$ cat config.mk
export PLATFORM = sky130hd
export DESIGN_NAME = sd_emmc_data_rx
export DESIGN_NICKNAME = d
export VERILOG_FILES = /design/src/rtl/sd_emmc_data_rx.sv
export SDC_FILE = /design/constraint.sdc
export NUM_CORES = 1
export LEC_CHECK = 0
export CAP_MARGIN = 20
export CORE_MARGIN = 2
export CORE_UTILIZATION = 50
export CTS_CLUSTER_SIZE = 30
export DETAILED_ROUTE_END_ITERATION = 8
export PLACE_DENSITY = 0.7
export RECOVER_POWER = 50
export SETUP_SLACK_MARGIN = 0.2
export SYNTH_ARGS = -nofsm -noshare
export SYNTH_HDL_FRONTEND = slang
export SYNTH_SLANG_ARGS = --single-unit
$ cat constraint.sdc
create_clock -name sd_clk -period 22.4 [get_ports sd_clk]
set_input_delay 4.48 -clock sd_clk [delete_from_list [all_inputs] [get_ports sd_clk]]
set_output_delay 4.48 -clock sd_clk [all_outputs]
set_load 0.005 [all_outputs]
$ cat src/rtl/sd_emmc_data_rx.sv
`default_nettype none
// ============================================================================
// Module   : sd_emmc_data_rx
// Purpose  : SD/eMMC block-read data receiver (sd_clk domain). Detects the
//            start bit on the active DAT lanes, deserialises 1/4/8-bit data
//            MSB first, packs bytes little-endian into 32-bit FIFO words,
//            checks a CRC16-CCITT per active lane and the end bit, and loops
//            over the requested number of blocks.
// Ports    : sd_clk, rst (async, active high)
//            start_i / abort_i         - transfer control pulses
//            bus_width_i, blk_size_i,
//            blk_cnt_i, timeout_i      - transfer setup, latched on start_i
//            dat_i                     - DAT[7:0], already synchronised
//            fifo_full_i / fifo_wr_en_o / fifo_data_o - FIFO write side
//            busy_o, done_o            - transfer status
//            crc_err_o, end_err_o,
//            tout_err_o, ovr_err_o     - sticky error flags
// Revision : 1.0 - initial release
// ============================================================================
module sd_emmc_data_rx #(
  parameter int BLKSZ_W  = 12,
  parameter int BLKCNT_W = 16,
  parameter int TOUT_W   = 24
) (
  input  logic                sd_clk,
  input  logic                rst,
  input  logic                start_i,
  input  logic                abort_i,
  input  logic [1:0]          bus_width_i,
  input  logic [BLKSZ_W-1:0]  blk_size_i,
  input  logic [BLKCNT_W-1:0] blk_cnt_i,
  input  logic [TOUT_W-1:0]   timeout_i,
  input  logic [7:0]          dat_i,
  input  logic                fifo_full_i,
  output logic                fifo_wr_en_o,
  output logic [31:0]         fifo_data_o,
  output logic                busy_o,
  output logic                done_o,
  output logic                crc_err_o,
  output logic                end_err_o,
  output logic                tout_err_o,
  output logic                ovr_err_o
);

  localparam logic [2:0] S_IDLE  = 3'd0;
  localparam logic [2:0] S_WAIT  = 3'd1;
  localparam logic [2:0] S_DATA  = 3'd2;
  localparam logic [2:0] S_CRC   = 3'd3;
  localparam logic [2:0] S_END   = 3'd4;
  localparam logic [2:0] S_DONE  = 3'd5;

  logic [2:0]          state;
  logic [2:0]          next_state;

  logic [1:0]          width_q;
  logic [BLKSZ_W-1:0]  blk_size_q;
  logic [TOUT_W-1:0]   timeout_q;
  logic [TOUT_W-1:0]   wait_cnt;
  logic [BLKSZ_W:0]    byte_rem;
  logic [BLKCNT_W:0]   blk_rem;
  logic [2:0]          bit_cnt;
  logic [1:0]          byte_idx;
  logic [3:0]          crc_cnt;
  logic [7:0]          shift_byte;
  logic [31:0]         word;
  logic                wr_pend;

  logic [7:0]          lane_mask;
  logic [7:0]          next_shift;
  logic [2:0]          last_bit_pos;
  logic [BLKSZ_W:0]    byte_init;
  logic                hold;
  logic                start_bit;
  logic                end_ok;
  logic                byte_done;
  logic                last_byte;
  logic                timed_out;
  logic                crc_ok;
  logic                crc_clr;
  logic                crc_en;
  logic [7:0]          lane_zero;

  // abort only matters once a transfer is running; in IDLE start_i wins
  assign hold = abort_i && (state != S_IDLE);

  always_comb begin
    lane_mask    = 8'h01;
    last_bit_pos = 3'd7;
    next_shift   = {shift_byte[6:0], dat_i[0]};
    case (width_q)
      2'b01: begin
        lane_mask    = 8'h0F;
        last_bit_pos = 3'd1;
        next_shift   = {shift_byte[3:0], dat_i[3:0]};
      end
      2'b10: begin
        lane_mask    = 8'hFF;
        last_bit_pos = 3'd0;
        next_shift   = dat_i;
      end
      default: ;
    endcase
  end

  // zero block size means 2^BLKSZ_W bytes (natural wrap of the counter)
  assign byte_init = (blk_size_q == '0) ? {1'b1, {BLKSZ_W{1'b0}}}
                                        : {1'b0, blk_size_q};

  assign start_bit = ((dat_i & lane_mask) == 8'h00);
  assign end_ok    = ((dat_i & lane_mask) == lane_mask);
  assign byte_done = (state == S_DATA) && (bit_cnt == last_bit_pos);
  assign last_byte = byte_done && (byte_rem == {{BLKSZ_W{1'b0}}, 1'b1});
  assign timed_out = (state == S_WAIT) && !start_bit && (wait_cnt == timeout_q);
  assign crc_clr   = !hold && (state == S_WAIT) && start_bit;
  assign crc_en    = !hold && ((state == S_DATA) || (state == S_CRC));
  assign crc_ok    = ((lane_zero | ~lane_mask) == 8'hFF);

  // Per-lane CRC16-CCITT. The received CRC is shifted through the same
  // register, so a good block leaves a zero remainder at the end bit.
  for (genvar l = 0; l < 8; l++) begin : g_lane
    logic [15:0] crc_q;
    logic        fb;
    assign fb = crc_q[15] ^ dat_i[l];
    always_ff @(posedge sd_clk or posedge rst) begin
      if (rst) begin
        crc_q <= 16'h0000;
      end else if (crc_clr) begin
        crc_q <= 16'h0000;
      end else if (crc_en) begin
        crc_q <= {crc_q[14:0], 1'b0} ^ (fb ? 16'h1021 : 16'h0000);
      end
    end
    assign lane_zero[l] = (crc_q == 16'h0000);
  end

  // state register
  always_ff @(posedge sd_clk or posedge rst) begin
    if (rst) state <= S_IDLE;
    else     state <= next_state;
  end

  // next-state logic
  always_comb begin
    next_state = state;
    case (state)
      S_IDLE: if (start_i) next_state = S_WAIT;
      S_WAIT: begin
        if (start_bit)      next_state = S_DATA;
        else if (timed_out) next_state = S_DONE;
      end
      S_DATA: if (last_byte) next_state = S_CRC;
      S_CRC:  if (crc_cnt == 4'd15) next_state = S_END;
      S_END:  next_state = (blk_rem == {{BLKCNT_W{1'b0}}, 1'b1}) ? S_DONE : S_WAIT;
      S_DONE: next_state = S_IDLE;
      default: next_state = S_IDLE;
    endcase
    if (hold) next_state = S_IDLE;
  end

  // outputs
  always_comb begin
    busy_o       = (state != S_IDLE) && (state != S_DONE);
    done_o       = (state == S_DONE) && !abort_i;
    fifo_wr_en_o = wr_pend && !fifo_full_i && !hold;
  end

  assign fifo_data_o = word;

  // datapath, counters and sticky errors
  always_ff @(posedge sd_clk or posedge rst) begin
    if (rst) begin
      width_q    <= '0;
      blk_size_q <= '0;
      timeout_q  <= '0;
      wait_cnt   <= '0;
      byte_rem   <= '0;
      blk_rem    <= '0;
      bit_cnt    <= '0;
      byte_idx   <= '0;
      crc_cnt    <= '0;
      shift_byte <= '0;
      word       <= '0;
      wr_pend    <= 1'b0;
      crc_err_o  <= 1'b0;
      end_err_o  <= 1'b0;
      tout_err_o <= 1'b0;
      ovr_err_o  <= 1'b0;
    end else begin
      wr_pend <= 1'b0;
      // the completed word is dropped, reception continues
      if (wr_pend && fifo_full_i && !hold) ovr_err_o <= 1'b1;
      if (!hold) begin
        case (state)
          S_IDLE: begin
            if (start_i) begin
              width_q    <= bus_width_i;
              blk_size_q <= blk_size_i;
              timeout_q  <= timeout_i;
              blk_rem    <= (blk_cnt_i == '0) ? {1'b1, {BLKCNT_W{1'b0}}}
                                              : {1'b0, blk_cnt_i};
              wait_cnt   <= '0;
              crc_err_o  <= 1'b0;
              end_err_o  <= 1'b0;
              tout_err_o <= 1'b0;
              ovr_err_o  <= 1'b0;
            end
          end
          S_WAIT: begin
            if (start_bit) begin
              byte_rem <= byte_init;
              bit_cnt  <= '0;
              byte_idx <= '0;
              crc_cnt  <= '0;
            end else if (wait_cnt == timeout_q) begin
              tout_err_o <= 1'b1;
            end else begin
              wait_cnt <= wait_cnt + 1'b1;
            end
          end
          S_DATA: begin
            shift_byte <= next_shift;
            if (byte_done) begin
              bit_cnt                <= '0;
              word[8*byte_idx +: 8]  <= next_shift;
              byte_idx               <= byte_idx + 1'b1;
              byte_rem               <= byte_rem - 1'b1;
              if (byte_idx == 2'd3) wr_pend <= 1'b1;
            end else begin
              bit_cnt <= bit_cnt + 1'b1;
            end
          end
          S_CRC: crc_cnt <= crc_cnt + 1'b1;
          S_END: begin
            if (!end_ok) end_err_o <= 1'b1;
            if (!crc_ok) crc_err_o <= 1'b1;
            blk_rem  <= blk_rem - 1'b1;
            wait_cnt <= '0;
          end
          default: ;
        endcase
      end
    end
  end

endmodule
`default_nettype wire

==> results of run 1 <==
## final cells by class
cell class	instances	area share, %
Sequential cell	276	45.3
Multi-Input combinational cell	1030	37.7
Tap cell	335	2.75
Clock inverter	7	0.295
Clock buffer	46	5.98
Timing Repair Buffer	116	7.43
Inverter	24	0.598
## placed cells by master, fill, tap and decap left out, types with 5 or more instances in the layout
master,count
sky130_fd_sc_hd__nand2_1,330
sky130_fd_sc_hd__dfrtp_1,276
sky130_fd_sc_hd__a21oi_1,177
sky130_fd_sc_hd__o21ai_0,78
sky130_fd_sc_hd__clkdlybuf4s50_1,64
sky130_fd_sc_hd__nor2_1,55
sky130_fd_sc_hd__xor2_1,50
sky130_fd_sc_hd__nor4_1,48
sky130_fd_sc_hd__o31ai_1,48
sky130_fd_sc_hd__dlygate4sd3_1,41
sky130_fd_sc_hd__mux2_2,36
sky130_fd_sc_hd__clkbuf_16,31
sky130_fd_sc_hd__nor3_1,29
sky130_fd_sc_hd__inv_1,23
sky130_fd_sc_hd__nand3_1,21
sky130_fd_sc_hd__nand4_1,15
sky130_fd_sc_hd__and3_1,14
sky130_fd_sc_hd__ha_1,14
sky130_fd_sc_hd__or3_1,11
sky130_fd_sc_hd__nand2b_1,10
sky130_fd_sc_hd__clkbuf_1,9
sky130_fd_sc_hd__nor3b_1,8
sky130_fd_sc_hd__and4_1,8
sky130_fd_sc_hd__or4_1,8
sky130_fd_sc_hd__clkbuf_8,8
sky130_fd_sc_hd__buf_4,8
sky130_fd_sc_hd__a22oi_1,7
sky130_fd_sc_hd__o211ai_1,5
sky130_fd_sc_hd__a221o_1,5
sky130_fd_sc_hd__clkinv_2,5
## power groups by stage
stage / logic (mW) / clock network (mW) / registers, mW
after CTS: 0.559 / 0.484 / 0.795
after global routing: 0.633 / 0.505 / 0.820
after floorplan: 0.422 / 0 / 0.758
after detailed placement: 0.556 / 0 / 0.801
after global placement: 0.540 / 0 / 0.796
final: 0.558 / 0.474 / 0.796
## worst max-delay path by stage
stage	from	endpoint	depth (start not counted)
after global routing	rst	wait_cnt[0]	4
after global placement	abort_i	done_o	4
after detailed placement	abort_i	done_o	4
final	rst	blk_size_q[7]	4
after floorplan	rst	bit_cnt[0]	1
after CTS	abort_i	done_o	4
## cell families (layout without fill, tap and decap cells)
| logic type | count (synthesis) | after routing | share of synthesized area (%) |
|---|---|---|---|
| AO/OA/AOI/OAI | 351 | 351 | 15.6 |
| XOR/XNOR | 51 | 51 | 3.41 |
| adder cells (fa/ha/maj) | 14 | 14 | 1.34 |
| buffers and inverters | 109 | 193 | 3.44 |
| flip-flops | 276 | 276 | 52.8 |
| multiplexers | 39 | 39 | 3.33 |
| AND/OR/NAND/NOR | 575 | 575 | 20.1 |
## sequential cells by signal (all words and copies together), names as in the netlist, 2 cells and up
register and count:
wait_cnt 24, width_q 2, blk_rem 17, fifo_data_o 32
bit_cnt 3, byte_rem 13, state 3, blk_size_q 12
shift_byte 7, timeout_q 24, crc_cnt 4, byte_idx 2
g_lane.crc_q 128
## worst min-delay path: stages, from the launching register on
cell and delay, ns:
sky130_fd_sc_hd__dfrtp_1 0.34, sky130_fd_sc_hd__nand2_1 0.05, sky130_fd_sc_hd__o31ai_1 0.05
## metrics by stage
stage	worst slack (ns)	hold slack, ns	cells	utilization, %
6_report	10.31	0.472	1834	58.9
5_1_grt	8.48	0.506	1834	58.9
4_1_cts	11.59	0.484	1832	58.9
3_5_place_dp	11.59	0.470	1779	55.2
3_3_place_gp	11.62	0.464	1779	55.2
2_1_floorplan	10.31	0.445	1415	-
## metal layers
metal | track usage, % | vias up | share of wire, % | wire length (um)
li1 | - | 5116 | - | -
met1 | 31.9 | 5202 | 46 | 13900
met2 | 35.7 | 256 | 47 | 14500
met3 | 3.46 | 42 | 5.0 | 1530
met4 | 5.14 | 0 | 2.1 | 642
met5 | 0 | - | 0 | 0
==> Implementation_results.wiki, run 1 <==
{| class="wikitable"
! Metric !! Value
|-
| Run status || finished with violations
|-
| Failing checks || max-capacitance violations, max-slew violations
|-
| Detail-routed net length per standard cell || about 17 um
|-
| Count of antenna-violating nets left after detailed routing || 0
|-
| Maximum clock skew at final layout || between 0.01 and 0.015 ns
|-
| Part of the Yosys area used for sequential elements || between 50% and 60%
|-
| Start point of the worst hold path || fifo_data_o[5]
|-
| Peak per-stage delay on the critical path || approximately 3.2 ns
|-
| Highest attainable clock frequency || just over 80 MHz
|-
| Cell family with the largest share of critical-path delay || buffers and inverters
|-
| Fraction of final layout cells sized beyond drive strength 1 || just under 7%
|-
| Area used by multi-input combinational logic || around 5800 um^2
|-
| Count leader, synth || sky130_fd_sc_hd__nand2_1
|-
| Element type at the critical path end || asynchronous set/reset pin
|-
| Switching power of the nets || around 660 uW
|-
| Share of the clock period used by the worst path after layout || between 50% and 60%
|-
| Mean number of vias per cell || ~5.8
|-
| Worst-case clock buffer depth || 3
|-
| Total of flip-flops plus latches after synthesis || roughly 280
|-
| Ports placed on the boundary || approximately 110
|-
| Die X-Extent || about 170 um
|-
| Critical R2R Capture || blk_size_q[6]
|-
| Arr. time, crit path || 11.81 ns
|-
| Cell internal pwr || roughly 1.2 mW
|-
| CP Cell Sequence || dlygate4sd3_1 > clkinvlp_2 > clkbuf_1 > clkbuf_1
|-
| Origin of the critical flop-to-flop path || state[1]
|-
| Share of total power in combinational logic || a little under a third
|-
| Number of buffers inserted during clock tree synthesis || 31
|-
| Primary flip-flop cell chosen by synthesis mapping || sky130_fd_sc_hd__dfrtp_1
|-
| Area of placed instances || around 14,000 um^2
|-
| Cell count of the worst reg-to-reg path || 3
|-
| CP Launch Type || input pin
|-
| VDD IR max || 0.0000800 V
|-
| Number of global-route vias before repair || around 10,000
|-
| Antenna violations before repair || 0
|-
| Count of different cell masters after synthesis || 60
|-
| Die area || ~27,000 um^2
|-
| Worst path slowest cell || sky130_fd_sc_hd__clkinvlp_2
|-
| Signed area change from the synthesized netlist to the final layout || 16.6%
|-
| Count of filler cells inserted in the layout || about 2,300
|-
| Register share of total power || ~44%
|-
| MaxCap Viol Count || 3
|-
| Wire length of the first global-routing pass || about 52,000 um
|-
| Worst hold stages || 2
|-
| Total routed wirelength || 30,600 um
|-
| Min Tclk post-route || about 12 ns
|-
| Most area-hungry cell type in the Yosys netlist || sky130_fd_sc_hd__dfrtp_1
|-
| Design area || 15,300 um^2
|-
| Post-route DRC violation count || 0
|-
| Setup repair after global routing missed its margin || no
|-
| Post-Synthesis Net Count || roughly 1,500
|-
| Crit path max fanout || 135
|-
| Final count of hold timing violations || 0
|-
| Gate Count Post-Synth || roughly 1,400
|-
| Root buffer cell || sky130_fd_sc_hd__clkbuf_16
|-
| Power density of the placed cells || 120 nW/um^2
|-
| Synth cell count leaders || sky130_fd_sc_hd__nand2_1 (331), sky130_fd_sc_hd__dfrtp_1 (276), sky130_fd_sc_hd__a21oi_1 (177), sky130_fd_sc_hd__o21ai_0 (78), sky130_fd_sc_hd__clkbuf_1 (56)
|-
| Die Ht || 166 um
|-
| Initial DRC Count || approximately 780
|-
| Leakage power summed over all cells || ~6.7 nW
|-
| Warning count from the yosys run || 0
|-
| Nets || roughly 1,600
|-
| Length of the first detailed-routing pass in iterations || 6
|-
| CTS hold repair buffers || 0
|-
| Total negative slack for setup checks || 0 ns
|-
| Row count || 59
|-
| CTS-repair resized insts || 0
|-
| Post-synth design cell area || 13,100 um^2
|-
| Total number of vias || 10,616
|-
| Kind of critical path || input pin to asynchronous set/reset pin
|-
| Actual transition at the worst max-transition pin || ~5.8 ns
|-
| DPL Wire Length || just under 20,000 um
|-
| Routability congestion estimate from global placement || 0.842
|-
| Worst EP required || between 20 and 25 ns
|-
| TritonCTS clock tree || done
|-
| Async S/R FF share, synth || 100%
|-
| Worst setup slack for register-to-register paths || roughly 19 ns
|-
| Proportion of total power due to net switching || between 30% and 40%
|-
| Largest net degree at the start of global routing || roughly 140
|-
| Buffers added on ports || approximately 110
|-
| # Post-CTS Setup Buffers || 0
|-
| Number of sinks driven by the clock tree || roughly 280
|-
| Top cells by area, synth || sky130_fd_sc_hd__dfrtp_1 (53%), sky130_fd_sc_hd__nand2_1 (9.5%), sky130_fd_sc_hd__a21oi_1 (6.8%)
|-
| CORE AREA || ~26,000 um^2
|-
| Slew headroom || -289%
|-
| Total Routing Usage GR || ~22%
|-
| Setup-violating endpoint count in the final report || 0
|-
| Hold Path Sink || fifo_data_o[5]
|-
| FF/Latch Area || slightly below 7000 um^2
|-
| Post-synth top area share || between 50% and 60%
|-
| Count of antenna diodes in the layout || 0
|-
| Number of buffers and inverters on the critical path || 4
|-
| Starting density of the core || about half
|-
| Class of the worst hold path || flip-flop to flip-flop
|-
| Total grt overflow || 0
|-
| Most numerous cell on the critical path || sky130_fd_sc_hd__clkbuf_1
|-
| Post-synth EDFFs || 0
|-
| Clock Latency Late Sink || ~0.56 ns
|-
| Mean area per synthesized cell || just over 9 um^2
|-
| H-tree lvl count || 1
|-
| Clock Power Share || between 20% and 30%
|-
| Reg clk slew, reported paths || 0.05 ns
|-
| Tot Pwr || approximately 1.8 mW
|-
| Max Slew Vio Count || about 260
|}
(Power assumes the default switching activity.)
==> run 2: changes to the inputs <==
Clock period 22.4 ns to 12.15 ns, I/O delays scaled along.
==> run 2 against run 1 <==
The run still ends with max-capacitance violations, max-slew violations left; routed wire length is 0.34% higher; critical path depth stayed put; sequential cell count stayed put; critical path type is now input pin to output pin.
==> Implementation_results.wiki, run 2 (synthesized netlist as in run 1, its figures left out) <==
{| class="wikitable"
! Metric !! Value
|-
| Final count of hold timing violations || 0 (unchanged)
|-
| Root buffer cell || sky130_fd_sc_hd__clkbuf_16
|-
| VDD IR max || 0.000143 V (+79%)
|-
| CP Launch Type || input pin
|-
| Element type at the critical path end || output pin
|-
| Run status || finished with violations
|-
| Failing checks || max-capacitance violations, max-slew violations
|-
| DPL Wire Length || 20,000 um (+0.58%)
|-
| Worst EP required || 9.72 ns (-12.40 ns)
|-
| Maximum clock skew at final layout || 0.0122 ns (-0.00181 ns)
|-
| Highest-count cells in the layout ignoring fill and taps || sky130_fd_sc_hd__nand2_1 (330), sky130_fd_sc_hd__dfrtp_1 (276), sky130_fd_sc_hd__a21oi_1 (177)
|-
| Routability congestion estimate from global placement || 0.800 (-5.0%)
|-
| Slew headroom || -253% (+36 points)
|-
| Worst-case clock buffer depth || 3 (unchanged)
|-
| Length of the first detailed-routing pass in iterations || 5 (-1)
|-
| Wire length of the first global-routing pass || 51,800 um (about the same)
|-
| H-tree lvl count || 1 (unchanged)
|-
| Clock Latency Late Sink || 0.55 ns (about the same)
|-
| Total routed wirelength || 30,700 um (+0.34%)
|-
| Row count || 59 (unchanged)
|-
| Ports placed on the boundary || 106 (unchanged)
|-
| Final worst hold slack || 0.473 ns (+0.00103 ns)
|-
| Worst setup slack before clock tree synthesis || 5.43 ns (-6.16 ns)
|-
| Antenna violations before repair || 1 (+1)
|-
| Register with the most flip-flops || g_lane.crc_q
|-
| Commonest non-fill, non-tap cell in the layout || sky130_fd_sc_hd__nand2_1
|-
| Number of buffers inserted during clock tree synthesis || 30 (-3.2%)
|-
| Arr. time, crit path || 4.34 ns (-7.47 ns)
|-
| Setup repair after global routing missed its margin || no
|-
| Setup-violating endpoint count in the final report || 0 (unchanged)
|-
| Detail-routed net length per standard cell || 16.8 um (+0.56%)
|-
| Initial DRC Count || 781 (+0.39%)
|-
| Power density of the placed cells || 219 nW/um^2 (+83%)
|-
| Crit path from || abort_i
|-
| Design area || 15,200 um^2 (-0.32%)
|-
| Die area || 27,500 um^2 (unchanged)
|-
| Crit path max fanout || 9 (-93%)
|-
| Max Slew Vio Count || 165 (-35%)
|-
| Die X-Extent || 166 um (unchanged)
|-
| MaxCap Viol Count || 2 (-1)
|-
| Die Ht || 166 um (unchanged)
|-
| Number of global-route vias before repair || 10,180 (-0.26%)
|-
| Total number of vias || 10,559 (-0.54%)
|-
| CTS-repair resized insts || 0 (unchanged)
|-
| Starting density of the core || 50.5% (unchanged)
|-
| Fraction of final layout cells sized beyond drive strength 1 || 6.49% (-0.38 points)
|-
| Reg clk slew, reported paths || 0.06 ns (about the same)
|-
| Number of sinks driven by the clock tree || 276 (unchanged)
|-
| CORE AREA || 25,900 um^2 (unchanged)
|-
| Share of the clock period used by the worst path after layout || a little under three fifths
|-
| Min Tclk post-route || about 6.8 ns
|-
| Buffers added on ports || 105 (unchanged)
|-
| CTS hold repair buffers || 0 (unchanged)
|-
| Start point of the worst hold path || fifo_data_o[2]
|-
| Area of placed instances || 14,300 um^2 (about the same)
|-
| Count of antenna diodes in the layout || 0 (unchanged)
|-
| Total Routing Usage GR || 22.2% (+0.024 points)
|-
| Signed area change from the synthesized netlist to the final layout || 16.3%
|-
| TritonCTS clock tree || done
|-
| Kind of critical path || input pin to output pin
|-
| Post-route DRC violation count || 0 (unchanged)
|-
| Class of the worst hold path || flip-flop to flip-flop
|-
| Mean number of vias per cell || 5.77 (-0.32%)
|-
| Max reg flops || 128 (unchanged)
|-
| Total grt overflow || 0 (unchanged)
|-
| Largest net degree at the start of global routing || 121 (-11%)
|-
| Leakage power summed over all cells || 6.62 nW (-0.58%)
|-
| Origin of the critical flop-to-flop path || state[1]
|-
| Count of antenna-violating nets left after detailed routing || 0 (unchanged)
|-
| Nets || 1,559 (-0.064%)
|-
| Post-route non-filler standard cell count || 1,830 (-0.22%)
|-
| # Post-CTS Setup Buffers || 0 (unchanged)
|-
| Instance count after placement with tap cells included || 1,779 (unchanged)
|-
| Highest attainable clock frequency || roughly 150 MHz
|-
| Worst setup margin || 5.38 ns (-4.93 ns)
|-
| Actual transition at the worst max-transition pin || 5.27 ns (-0.532 ns)
|-
| Total negative slack for setup checks || 0 ns (unchanged)
|}
run 2: path summary, 6_finish.rpt:
path	end	slack, ns	cells past startpoint
worst max-delay path	done_o	5.38	4
worst min-delay path	fifo_data_o[2]	0.47	2
worst max register to register	timeout_q[2]	8.09	3
worst min register to register	fifo_data_o[2]	0.47	2
max in group asynchronous	blk_size_q[10]	5.62	3
min in group asynchronous	blk_rem[3]	3.98	2
run 2: report_power, final:
part	internal [mW]	total [mW]	switching [mW]
Clock	0.492	0.850	0.358
Combinational	0.416	1.02	0.605
Sequential	1.21	1.46	0.252
run 2: metrics by stage:
| stage | util, % | total power, mW |
|---|---|---|
| floorplan | - | 2.18 |
| detailed placement | 55.2 | 2.49 |
| global route | 58.7 | 3.56 |
| global placement | 55.2 | 2.46 |
| CTS | 58.6 | 3.35 |
| finish | 58.7 | 3.33 |
run 2: per-layer routing:
| metal | up-vias | part of all wire, % | track usage (%) |
|---|---|---|---|
| met2 | 229 | 48 | 35.7 |
| met4 | 0 | 1.7 | 5.44 |
| met3 | 43 | 4.3 | 2.91 |
| li1 | 5099 | - | - |
| met5 | - | 0 | 0 |
| met1 | 5188 | 46 | 32.2 |
run 2: cell type report:
type / count / area (um^2)
Fill cell: 2223 / 10700
Sequential cell: 276 / 6910
Multi-Input combinational cell: 1030 / 5750
Timing Repair Buffer: 116 / 1150
Clock buffer: 45 / 878
Tap cell: 335 / 419
Inverter: 24 / 91.3
Clock inverter: 4 / 23.8
run 2: worst max-delay path, cell delays in order:
cell	delay [ns]
sky130_fd_sc_hd__dlygate4sd3_1	0.74
sky130_fd_sc_hd__nand2b_1	0.30
sky130_fd_sc_hd__nor3_1	0.30
sky130_fd_sc_hd__clkdlybuf4s50_1	0.57
